`src/rtl/data_mem_sequencer.sv`:
```
// Serialises byte/halfword/word/doubleword accesses onto a byte-wide RAM port,
// big-endian, one byte per clock, with an address range check before any RAM access.
module data_mem_sequencer #(
  parameter int ADDR_W   = 8,
  parameter int MEM_LAST = 255
) (
  input  logic              clk,
  input  logic              rst_n,
  input  logic              req,
  input  logic              rw,
  input  logic [1:0]        mode,
  input  logic [31:0]       addr,
  input  logic [63:0]       wdata,
  output logic              busy,
  output logic              done,
  output logic              err,
  output logic [63:0]       rdata,
  output logic [ADDR_W-1:0] mem_addr,
  output logic [7:0]        mem_wdata,
  output logic              mem_we,
  input  logic [7:0]        mem_rdata
);

  typedef enum logic [1:0] {
    IDLE = 2'd0,
    XFER = 2'd1,
    DONE = 2'd2,
    ERR  = 2'd3
  } state_t;

  state_t             state_r, state_s;
  logic               rw_r, rw_s;
  logic [2:0]         n_last_r, n_last_s;
  logic [ADDR_W-1:0]  addr_r, addr_s;
  logic [63:0]        wdata_r, wdata_s;
  logic [2:0]         idx_r, idx_s;
  logic [2:0]         idx_next_s;
  logic               busy_r, busy_s;
  logic               done_r, done_s;
  logic               err_r, err_s;
  logic [63:0]        rdata_r, rdata_s;
  logic [ADDR_W-1:0]  mem_addr_r, mem_addr_s;
  logic [7:0]         mem_wdata_r, mem_wdata_s;
  logic               mem_we_r, mem_we_s;
  logic [2:0]         req_last_s;
  logic [32:0]        end_s;

  // Byte idx of an access whose last byte index is last; byte 0 is the most significant.
  function automatic logic [7:0] pick_byte(input logic [63:0] data,
                                           input logic [2:0]  last,
                                           input logic [2:0]  idx);
    logic [5:0] pos;
    pos = {last - idx, 3'b000};
    return data[pos +: 8];
  endfunction

  // Next-state and next-output logic; every output is registered below.
  always_comb begin
    state_s     = state_r;
    rw_s        = rw_r;
    n_last_s    = n_last_r;
    addr_s      = addr_r;
    wdata_s     = wdata_r;
    idx_s       = idx_r;
    idx_next_s  = idx_r + 3'd1;
    busy_s      = busy_r;
    done_s      = 1'b0;
    err_s       = 1'b0;
    rdata_s     = rdata_r;
    mem_addr_s  = mem_addr_r;
    mem_wdata_s = mem_wdata_r;
    mem_we_s    = 1'b0;

    case (mode)
      2'b00:   req_last_s = 3'd0;
      2'b01:   req_last_s = 3'd1;
      2'b10:   req_last_s = 3'd3;
      2'b11:   req_last_s = 3'd7;
      default: req_last_s = 3'd0;
    endcase
    // 33-bit sum so a start address near 2^32 cannot wrap past the check.
    end_s = {1'b0, addr} + {30'd0, req_last_s};

    case (state_r)
      IDLE: begin
        busy_s = 1'b0;
        if (req) begin
          rw_s     = rw;
          n_last_s = req_last_s;
          addr_s   = addr[ADDR_W-1:0];
          wdata_s  = wdata;
          busy_s   = 1'b1;
          if (end_s > 33'(MEM_LAST)) begin
            state_s = ERR;
            done_s  = 1'b1;
            err_s   = 1'b1;
          end else begin
            state_s    = XFER;
            rdata_s    = 64'd0;
            idx_s      = 3'd0;
            mem_addr_s = addr[ADDR_W-1:0];
            mem_we_s   = rw;
            if (rw) begin
              mem_wdata_s = pick_byte(wdata, req_last_s, 3'd0);
            end else begin
              mem_wdata_s = mem_wdata_r;
            end
          end
        end else begin
          state_s = IDLE;
        end
      end
      XFER: begin
        if (!rw_r) begin
          rdata_s = {rdata_r[55:0], mem_rdata};
        end else begin
          rdata_s = rdata_r;
        end
        if (idx_r == n_last_r) begin
          state_s = DONE;
          done_s  = 1'b1;
        end else begin
          idx_s      = idx_next_s;
          mem_addr_s = addr_r + ADDR_W'(idx_next_s);
          mem_we_s   = rw_r;
          if (rw_r) begin
            mem_wdata_s = pick_byte(wdata_r, n_last_r, idx_next_s);
          end else begin
            mem_wdata_s = mem_wdata_r;
          end
        end
      end
      DONE: begin
        state_s = IDLE;
        busy_s  = 1'b0;
      end
      ERR: begin
        state_s = IDLE;
        busy_s  = 1'b0;
      end
      default: begin
        state_s = IDLE;
        busy_s  = 1'b0;
      end
    endcase
  end

  // State and output registers; reset aborts any access and drops the write strobe at once.
  always_ff @(posedge clk or negedge rst_n) begin
    if (!rst_n) begin
      state_r     <= IDLE;
      rw_r        <= 1'b0;
      n_last_r    <= 3'd0;
      addr_r      <= '0;
      wdata_r     <= 64'd0;
      idx_r       <= 3'd0;
      busy_r      <= 1'b0;
      done_r      <= 1'b0;
      err_r       <= 1'b0;
      rdata_r     <= 64'd0;
      mem_addr_r  <= '0;
      mem_wdata_r <= 8'd0;
      mem_we_r    <= 1'b0;
    end else begin
      state_r     <= state_s;
      rw_r        <= rw_s;
      n_last_r    <= n_last_s;
      addr_r      <= addr_s;
      wdata_r     <= wdata_s;
      idx_r       <= idx_s;
      busy_r      <= busy_s;
      done_r      <= done_s;
      err_r       <= err_s;
      rdata_r     <= rdata_s;
      mem_addr_r  <= mem_addr_s;
      mem_wdata_r <= mem_wdata_s;
      mem_we_r    <= mem_we_s;
    end
  end

  assign busy      = busy_r;
  assign done      = done_r;
  assign err       = err_r;
  assign rdata     = rdata_r;
  assign mem_addr  = mem_addr_r;
  assign mem_wdata = mem_wdata_r;
  assign mem_we    = mem_we_r;

endmodule

```
`config.mk`:
```
export PLATFORM = sky130hd
export DESIGN_NAME = data_mem_sequencer
export DESIGN_NICKNAME = d
export VERILOG_FILES = /design/src/rtl/data_mem_sequencer.sv
export SDC_FILE = /design/constraint.sdc
export NUM_CORES = 1
export LEC_CHECK = 0
export CAP_MARGIN = 25
export CORE_UTILIZATION = 50
export DETAILED_ROUTE_END_ITERATION = 16
export GPL_ROUTABILITY_DRIVEN = 0
export PLACE_DENSITY = 0.84
export SLEW_MARGIN = 15
export SYNTH_ARGS = -nofsm -noshare
export SYNTH_HDL_FRONTEND = slang
export SYNTH_SLANG_ARGS = --single-unit
```
`constraint.sdc`:
```
create_clock -name clk -period 3.37 [get_ports clk]
set_input_delay 0.674 -clock clk [delete_from_list [all_inputs] [get_ports clk]]
set_output_delay 0.674 -clock clk [all_outputs]
set_load 0.005 [all_outputs]
```
# Word-level counts from Yosys, hierarchy flattened
# Index checks and enable logic that the tools add are counted.
dict set report word_totals {
  ff_bits 165
  output_inout_bits 84
  wordCells 77
  in_bits 110
}
dict set report op_classes {
  reduce_logical 9
  n_eq_ne 14
  add_sub_neg 4
  n_mux 34
  n_lt_le_gt_ge 1
  shift 2
}
# operator count
set op_table {}
lappend op_table {{64-bit 2-to-1 mux} 3}
lappend op_table {{64-bit one-hot mux with 2 select lines} 1}
lappend op_table {{64-bit by 7-bit indexed part select with 8-bit output} 2}
lappend op_table {{8-bit 2-to-1 mux} 8}
lappend op_table {{32-bit by 3-bit adder with 33-bit output} 1}
lappend op_table {{33-bit by 8-bit greater-than comparator with 1-bit output, second input constant} 1}
lappend op_table {{8-bit one-hot mux with 2 select lines} 2}
lappend op_table {{2-bit inequality test, second input constant} 7}
lappend op_table {{3-bit one-hot mux with 4 select lines} 1}
lappend op_table {{3-bit 2-to-1 mux} 3}
lappend op_table {{8-bit by 3-bit adder with 8-bit output} 1}
lappend op_table {{2-bit == test, second input constant} 4}
lappend op_table {{1-bit 2-to-1 mux} 8}
lappend op_table {{4-bit AND reduction} 2}
lappend op_table {{2-bit 2-to-1 mux} 3}
lappend op_table {{1-bit one-hot mux with 2 select lines} 3}
lappend op_table {{2-bit one-hot mux with 3 select lines} 1}
lappend op_table {{3-bit one-hot mux with 2 select lines} 1}
lappend op_table {{6-bit AND reduction} 1}
lappend op_table {{2-bit by 1-bit == test with 1-bit output, second input constant} 2}
lappend op_table {{2-bit logical NOT} 2}
lappend op_table {{2-bit nonzero test} 2}
lappend op_table {{3-bit by 1-bit adder with 3-bit output, second input constant} 1}
lappend op_table {{3-bit == test} 1}
lappend op_table {{3 further kinds} 3}

# Longest topological paths before layout
# Gate-level depths: netlist (run 1).
dict set report depth {
  ltp_word 7
  ltp_mapped 15
  ltp_nobuf 11
}

# Least setup slack after synthesis (run 1)
# Ideal clock, no wire load.
dict set report synth_path {
  kind {input port to flip-flop}
  start {input mode[1]}
  end {register mem_wdata_r[0] (netlist: mem_wdata[0])}
  setup_ps 125
  path_slack_ps -448
  arrival_time_ps 3693
  cell_stages 13
  path_cell_list {clkbuf_1 or2_2 ha_1 ha_1 a21oi_1 nand2_1 clkbuf_1 a211oi_1 a31oi_1 a221oi_1 nand4_2 o31ai_4 mux2_2}
}
dict set report synth_via {
  elab_chain_cells 7
  elab_cells_between_ends 14
  cone_classes {add/sub: 1; order compare: 1; eq/ne: 4; shift: 1; mux: 5; reduce/logical: 2}
}
# item line_no
set synth_lines {}
lappend synth_lines {{start, declared} 11} ;# input logic [1:0] mode,
lappend synth_lines {{2-bit == test (tied with other cells)} 74} ;# case (mode)
lappend synth_lines {{3-bit one-hot mux with 4 select lines *} 74}
lappend synth_lines {{net req_last_s[0]} 45} ;# logic [2:0] req_last_s;
lappend synth_lines {{parallel branches: the longest is 5 deep, another holds 32-bit by 3-bit adder with 33-bit output} --}
lappend synth_lines {{end signal, assigned} 176} ;# mem_wdata_r <= mem_wdata_s;
lappend synth_lines {{end, declared} 43} ;# logic [7:0] mem_wdata_r, mem_wdata_s;
# Mark *: on every way through the listed nets, which the timed path passes. The select of a mux whose other input is x is not followed.
# A chain may end at the register's enable or synchronous reset.

# Worst setup path after layout (run 1)
dict set report layout_path {
  start {input mode[0]}
  end {register mem_wdata_r[3] (netlist: mem_wdata[3])}
}
# The elaborated chain is that of the path after synthesis.

==> results of run 1 <==
## repair_timing
| action | CTS | global route |
|---|---|---|
| setup endpoints to repair | 83 | 50 |
| gates resized for setup | 10 | 17 |
| setup buffers | 5 | 3 |
| pin swaps | 7 | 8 |
| gates cloned | 2 | 0 |
## cell families after synthesis
| logic type | synth area share, % |
|---|---|
| AND/OR/NAND/NOR | 22.9 |
| flip-flops | 51.0 |
| AO/OA/AOI/OAI | 9.34 |
| buffers and inverters | 3.23 |
| multiplexers | 9.60 |
| XOR/XNOR | 2.06 |
| adder cells (fa/ha/maj) | 1.87 |
## registers in the layout, summed over array words and instances (netlist names)
register   cells
err            1
busy           1
rw_r           1
n_last_r       3
addr_r         8
rdata         64
idx_r          3
mem_we         1
mem_wdata      8
done           1
state_r        2
mem_addr       8
wdata_r       64
## worst max-delay path: stages
cell,delay [ns]
sky130_fd_sc_hd__dlygate4sd2_1,0.25
sky130_fd_sc_hd__or2_4,0.25
sky130_fd_sc_hd__ha_4,0.17
sky130_fd_sc_hd__maj3_2,0.30
sky130_fd_sc_hd__a21o_4,0.23
sky130_fd_sc_hd__buf_4,0.14
sky130_fd_sc_hd__nand3_2,0.08
sky130_fd_sc_hd__o21ai_2,0.07
sky130_fd_sc_hd__a2111oi_4,0.43
sky130_fd_sc_hd__nand2_4,0.14
sky130_fd_sc_hd__o31ai_4,0.30
sky130_fd_sc_hd__buf_4,0.17
sky130_fd_sc_hd__buf_12,0.12
sky130_fd_sc_hd__mux2_4,0.30
## power groups by stage
stage	sequential, mW	clock [mW]	combinational, mW
2_1_floorplan	3.37	0	3.04
5_1_grt	3.59	2.09	5.64
3_5_place_dp	3.51	0	5.08
4_1_cts	3.48	2.00	5.18
6_report	3.50	1.98	5.19
3_3_place_gp	3.46	0	4.82
## through the flow
stage	utilization, %	TNS (ns)	cell area, sq um	hold WS, ns
6_report	73.0	0	11600	0.271
5_1_grt	73.0	-0.0420	11600	0.323
4_1_cts	72.4	0	11500	0.295
3_5_place_dp	67.9	-50.83	10700	0.459
3_3_place_gp	67.6	-47.12	10700	0.451
2_1_floorplan	-	-0.508	8210	0.378
## per-layer routing
metal  up-vias  wire [microns]  GRT usage, %
li1       3416               -             -
met1      3598            9510          36.9
met2       356           11600          48.9
met3        60            1850          6.19
met4         0             669          12.2
met5         -               0             0
## worst min-delay path by stage
stage / start / end / slack [ns] / cells after the start
after floorplan: rst_n / addr_r[0] / 0.38 / 0
after global placement: wdata_r[61] / wdata_r[61] / 0.45 / 2
after detailed placement: wdata_r[60] / wdata_r[60] / 0.46 / 2
after CTS: rst_n / addr_r[6] / 0.30 / 1
after global routing: rst_n / addr_r[6] / 0.32 / 1
final: rst_n / addr_r[6] / 0.27 / 1
## cell usage in the layout, fill, tap and decap left out, drive strengths merged, types with 9 or more instances in the layout
master	netlist	final
mux2i	9	9
dfrtp	165	165
mux2	13	13
nor2	17	17
o21ai	90	90
buf	5	74
clkbuf	44	19
xnor2	12	12
nand3	13	13
nand2	372	372
nand4	15	15
inv	13	19
clkdlybuf4s50	0	188
mux4	24	24
## final cells by class
cell class / count / area, sq um / share of cell area, %
timing repair buffer: 266 / 2610 / 22.6
sequential: 165 / 4130 / 35.7
multi-input combinational: 650 / 3890 / 33.7
tap: 216 / 270 / 2.34
clock buffer: 18 / 429 / 3.72
clock inverter: 14 / 170 / 1.47
inverter: 13 / 48.8 / 0.422
==> results.txt, run 1 <==
Result of the run: finished, final reports clean
Ratio of cells with drive above 1 in the final layout: 16.0%
Max-slew violation count: 0
DR vias: 7,430
NumNets Final: 1,233
Worst slack at placement: -0.642 ns
Number of failing hold endpoints at the final stage: 0
CTS tree: built
Average vias per placed instance: 5.54
Setup Crit Path Kind: input pin to flop
First-pass detailed-route iteration total: 5
Transition time of the tightest slew-check pin: 0.738 ns
Clock slew seen by the registers of the worst setup and hold paths: 0.07 ns
Most repeated cell in the gate-level netlist after synthesis: sky130_fd_sc_hd__nand2_1
Peak clock frequency supported by timing: 0.301 GHz
Warnings from Yosys: 0
DRC violation total after the first TritonRoute iteration: 555
Top FF cell, synth: sky130_fd_sc_hd__dfrtp_1
Worst slew margin: 50.6%
Fin worst setup slack: 0.0464 ns
Wire length per cell: 17.6 microns
Depth of the worst register-to-register path: 9
Total number of placement rows: 46
Tmin final: 3.32 ns
Core Region: 15,800 sq um
All-Layer GR Usage: 29.2%
Non-filler cells in the finished layout: 1,342
DIE AREA: 16,700 sq um
CP Capture Point: mem_wdata[3]
Number of routed nets with antenna violations: 0
Clock latency reported for the late side of the worst-skew pair: 0.44 ns
CP Capture Type: flop
Number of maximum-capacitance constraint violations: 0
Die width: 129 microns
Maximum number of buffers from clock root to sink: 2
Sequential area share after synthesis: 51.0%
Maximum number of pins on one net before global-route repair: 84
Commonest cells post-synth: sky130_fd_sc_hd__nand2_1, sky130_fd_sc_hd__dfrtp_1, sky130_fd_sc_hd__o21ai_0, sky130_fd_sc_hd__clkbuf_1, sky130_fd_sc_hd__mux4_2
Net Sw Frac: 37.5%
Remaining Overflow, GRT: 0
Worst vdd ir: 0.660 mV
Net Count, Synth: 998
Setup Skew: 0.00872 ns
Synth area leader: sky130_fd_sc_hd__dfrtp_1
Total power per unit cell area: 924 nW/um^2
Number of synthesized flops with an enable pin: 0
Psw: 4.00 mW
Area growth syn-to-layout: 42.8%
Routed wire length: 23.7 mm
Async SR Flop Fraction: 100%
Number of antenna diodes: 0
Synthesized cell area: 8090 sq um
Max FO, Critical Path: 5
Required time of the critical path: 3.69 ns
Data arrival time of the critical path: 3.65 ns
Total CTS buffers: 17
Static leakage: 5.26 nW
Average cell area after synthesis: 9.21 sq um
Cts-stage hold buffer count: 0
Netlist cell types: 52
#FFs+latches synth: 165
Remaining DRCs: 0
Final Power: 10.7 mW
Total I/O pin count: 194
Top post-synthesis cells by area: sky130_fd_sc_hd__dfrtp_1, sky130_fd_sc_hd__nand2_1, sky130_fd_sc_hd__mux4_2, sky130_fd_sc_hd__o21ai_0, sky130_fd_sc_hd__clkbuf_1
Critical R2R Capture: mem_wdata[3]
Final-report setup violation count: 0
# fillers: 1,088
Register-to-register setup slack: 0.23 ns
Gate Count Post-Synth: 878
Via count of the first global-routing pass: 7,210
Portion of total power attributed to sequential cells: 32.8%
Area share of the largest cell type after synthesis: 51.0%
Starting density of the core: 51.1%
Critical Path Start: mode[0]
Wire length of the first global-routing pass: 36.8 mm
Number of H-tree levels: 4
Placed insts: 1,300
Launching element type of the critical path: input pin
Combinational group share of total power: 48.6%
Crit share post-route: 98.6%
Count of port buffers added during placement: 193
Final HPWL from detailed placement: 15.9 mm
Kind of path behind the tightest hold check: input pin to async pin
Root cell of the clock tree: sky130_fd_sc_hd__clkbuf_16
Worst R2R Start: idx_r[0]
Chip height: 129 microns
Antenna violations before repair: 0
Clock sinks: 165
Int Power: 6.67 mW
Clk pwr share: 18.6%
Note: power is estimated with default switching activity, not from simulation.
==> run 2, diff against run 1 <==
- CORE_UTILIZATION: 50 -> 29
- CTS_CLUSTER_DIAMETER: unset -> 50
- CTS_CLUSTER_SIZE: unset -> 8
- PLACE_DENSITY: 0.84 -> 0.55
==> run 2 against run 1 <==
  * Clock skew grew 0.0074 ns
  * Sequential power barely moved
  * Cell area is 2.9% higher
  * Critical path depth down 1
  * Via count fell by 4.2%
==> results.txt, run 2 (synthesized netlist as in run 1, its figures left out) <==
Placed insts: 1,461 (was 1,300)
Routed wire length: 25.0 mm (was 23.7 mm)
Non-filler cells in the finished layout: 1,506 (was 1,342)
Clk pwr share: 18.6% (about the same)
Clock sinks: 165 (unchanged)
Cell type group with the largest total delay on the critical path: compound AO/OA/AOI/OAI gates (unchanged)
Worst hold slack after final layout: 0.260 ns (was 0.271 ns)
Setup Crit Path Kind: input pin to flop (unchanged)
Portion of total power attributed to sequential cells: 32.8% (about the same)
Clock latency reported for the late side of the worst-skew pair: 0.44 ns (about the same)
Number of antenna diodes: 0 (unchanged)
DIE AREA: 28,600 sq um (was 16,700 sq um)
Final Power: 10.6 mW (was 10.7 mW)
All-Layer GR Usage: 17.8% (was 29.2%)
Wire length of the first global-routing pass: 39.7 mm (was 36.8 mm)
Total CTS buffers: 17 (unchanged)
Static leakage: 5.32 nW (was 5.26 nW)
Most common library cell in the layout ignoring fill and taps: sky130_fd_sc_hd__nand2_1 (unchanged)
First-pass detailed-route iteration total: 5 (unchanged)
Max FO, Critical Path: 6 (was 5)
Clock slew seen by the registers of the worst setup and hold paths: 0.08 ns (was 0.07 ns)
Crit share post-route: 96.0% (was 98.6%)
Largest incremental delay on the critical path: 0.40 ns (was 0.43 ns)
Antenna violations before repair: 2 (was 0)
Number of maximum-capacitance constraint violations: 0 (unchanged)
Wire length on met1: 11.7 mm (was 9.51 mm)
Final HPWL from detailed placement: 17.2 mm (was 15.9 mm)
Data arrival time of the critical path: 3.55 ns (was 3.65 ns)
CP Capture Type: flop (unchanged)
Result of the run: finished, final reports clean (unchanged)
Ratio of cells with drive above 1 in the final layout: 17.5% (was 16.0%)
Setup Skew: 0.0161 ns (was 0.00872 ns)
Area growth syn-to-layout: 46.9% (was 42.8%)
Most used cells in the layout excluding fill and tap cells: sky130_fd_sc_hd__nand2_1, sky130_fd_sc_hd__clkdlybuf4s50_1, sky130_fd_sc_hd__dfrtp_1 (unchanged)
Count of port buffers added during placement: 193 (unchanged)
Number of H-tree levels: 4 (unchanged)
Chip height: 169 microns (was 129 microns)
DRC violation total after the first TritonRoute iteration: 535 (was 555)
Met3 WL: 1.64 mm (was 1.85 mm)
Wire length per cell: 16.6 microns (was 17.6 microns)
Worst R2R Start: idx_r[0] (unchanged)
Required time of the critical path: 3.68 ns (was 3.69 ns)
Worst slew margin: 47.2% (was 50.6%)
Core Region: 27,200 sq um (was 15,800 sq um)
Starting density of the core: 29.8% (was 51.1%)
Critical Path Start: mode[1] (was mode[0])
Psw: 4.07 mW (was 4.00 mW)
Critical Path, Cell by Cell: buf_2 -> or2_4 -> ha_4 -> maj3_2 -> a21o_4 -> buf_4 -> nand3_2 -> xnor2_2 -> a2111oi_4 -> nand2_4 -> o31ai_4 -> clkbuf_16 -> mux2_4 (was dlygate4sd2_1 -> or2_4 -> ha_4 -> maj3_2 -> a21o_4 -> buf_4 -> nand3_2 -> o21ai_2 -> a2111oi_4 -> nand2_4 -> o31ai_4 -> buf_4 -> buf_12 -> mux2_4)
Max-slew violation count: 0 (unchanged)
Average vias per placed instance: 4.73 (was 5.54)
Net Sw Frac: 38.3% (was 37.5%)
CTS tree: built (unchanged)
DR vias: 7,120 (was 7,430)
Kind of path behind the tightest hold check: input pin to async pin (unchanged)
Via count of the first global-routing pass: 7,198 (was 7,210)
Maximum number of buffers from clock root to sink: 2 (unchanged)
Total power per unit cell area: 893 nW/um^2 (was 924 nW/um^2)
Total number of placement rows: 60 (was 46)
Transition time of the tightest slew-check pin: 0.792 ns (was 0.738 ns)
Max stage delay cell, worst path: sky130_fd_sc_hd__a2111oi_4 (unchanged)
Buffering stage count on the worst path with inverters included: 3 (was 4)
Remaining Overflow, GRT: 0 (unchanged)
Final-report setup violation count: 0 (unchanged)
Detailed-routed wire length on met2: 11.4 mm (was 11.6 mm)
Combinational group share of total power: 48.6% (about the same)
Number of failing hold endpoints at the final stage: 0 (unchanged)
NumNets Final: 1,241 (was 1,233)
Worst vdd ir: 0.552 mV (was 0.660 mV)
Die width: 169 microns (was 129 microns)
Remaining DRCs: 0 (unchanged)
Total I/O pin count: 194 (unchanged)
Root cell of the clock tree: sky130_fd_sc_hd__clkbuf_16 (unchanged)
Tmin final: 3.23 ns (was 3.32 ns)
Launching element type of the critical path: input pin (unchanged)
Int Power: 6.55 mW (was 6.67 mW)
Peak clock frequency supported by timing: 0.309 GHz (was 0.301 GHz)
Maximum number of pins on one net before global-route repair: 84 (unchanged)
Number of routed nets with antenna violations: 0 (unchanged)
Uppermost layer routed: met5 (was met4)
run 2: cell count changes in the layout (fill, tap and decap cells not counted), moves of 3 or more:
cell	before	now
sky130_fd_sc_hd__buf_4	62	68
sky130_fd_sc_hd__clkinv_8	1	4
sky130_fd_sc_hd__inv_6	5	1
sky130_fd_sc_hd__inv_8	1	5
run 2: path summary, 6_finish.rpt:
kind | to | slack (ns) | cells after the start
min in group clk | wdata_r[60] | 0.47 | 2
worst min register to register | wdata_r[60] | 0.47 | 2
worst max-delay path | mem_wdata[6] | 0.14 | 13
worst max register to register | mem_wdata[2] | 0.34 | 9
worst min-delay path | rdata[54] | 0.26 | 1
max in group asynchronous | wdata_r[29] | 2.30 | 2
run 2: what timing repair did:
action | 4_1_cts | 5_1_grt
hold buffers | 0 | 0
endpoints found under the hold margin | 0 | 0
cloned | 1 | 2
gates resized for setup | 8 | 33
setup endpoints to repair | 83 | 83
setup buffers | 5 | 5
pin swaps | 5 | 13
run 2: cell type report:
cell class                      count  area [sq um]
Clock inverter                     15           179
Inverter                           13          48.8
Multi-Input combinational cell    650          3950
Clock buffer                       17           425
Timing Repair Buffer              274          2680
Fill cell                        2669         15300
Sequential cell                   165          4130
Tap cell                          372           465
run 2: power groups by stage:
stage	Combinational, mW	Clock [mW]	Sequential [mW]
2_1_floorplan	3.04	0	3.37
3_3_place_gp	5.07	0	3.51
3_5_place_dp	5.16	0	3.52
4_1_cts	5.21	2.03	3.49
5_1_grt	5.75	2.11	3.60
6_report	5.15	1.97	3.48
run 2: through the flow:
| stage | area (sq um) | setup TNS, ns | util, % | setup slack, ns |
|---|---|---|---|---|
| 2_1_floorplan | 8210 | -0.508 | - | -0.0635 |
| 3_3_place_gp | 10900 | -52.43 | 40.3 | -0.640 |
| 3_5_place_dp | 11000 | -56.43 | 40.3 | -0.688 |
| 4_1_cts | 11700 | 0 | 42.9 | 0.00297 |
| 5_1_grt | 11900 | -0.0893 | 43.7 | -0.0320 |
| 6_report | 11900 | 0 | 43.7 | 0.135 |
run 2: worst register-to-register path, cell delays in order, from the launching register on:
cell	delay (ns)
sky130_fd_sc_hd__dfrtp_1	0.42
sky130_fd_sc_hd__ha_1	0.41
sky130_fd_sc_hd__fa_1	0.43
sky130_fd_sc_hd__xnor2_1	0.24
sky130_fd_sc_hd__xnor2_2	0.14
sky130_fd_sc_hd__buf_4	0.29
sky130_fd_sc_hd__mux4_2	0.38
sky130_fd_sc_hd__mux2i_1	0.17
sky130_fd_sc_hd__o21ai_0	0.13
sky130_fd_sc_hd__mux2_4	0.31
run 2: routing by layer:
metal  vias up  track usage [%]
met5         -                0
met4         2             4.19
met3        21             4.65
met2       226             27.9
met1      3433             24.7
li1       3438                -
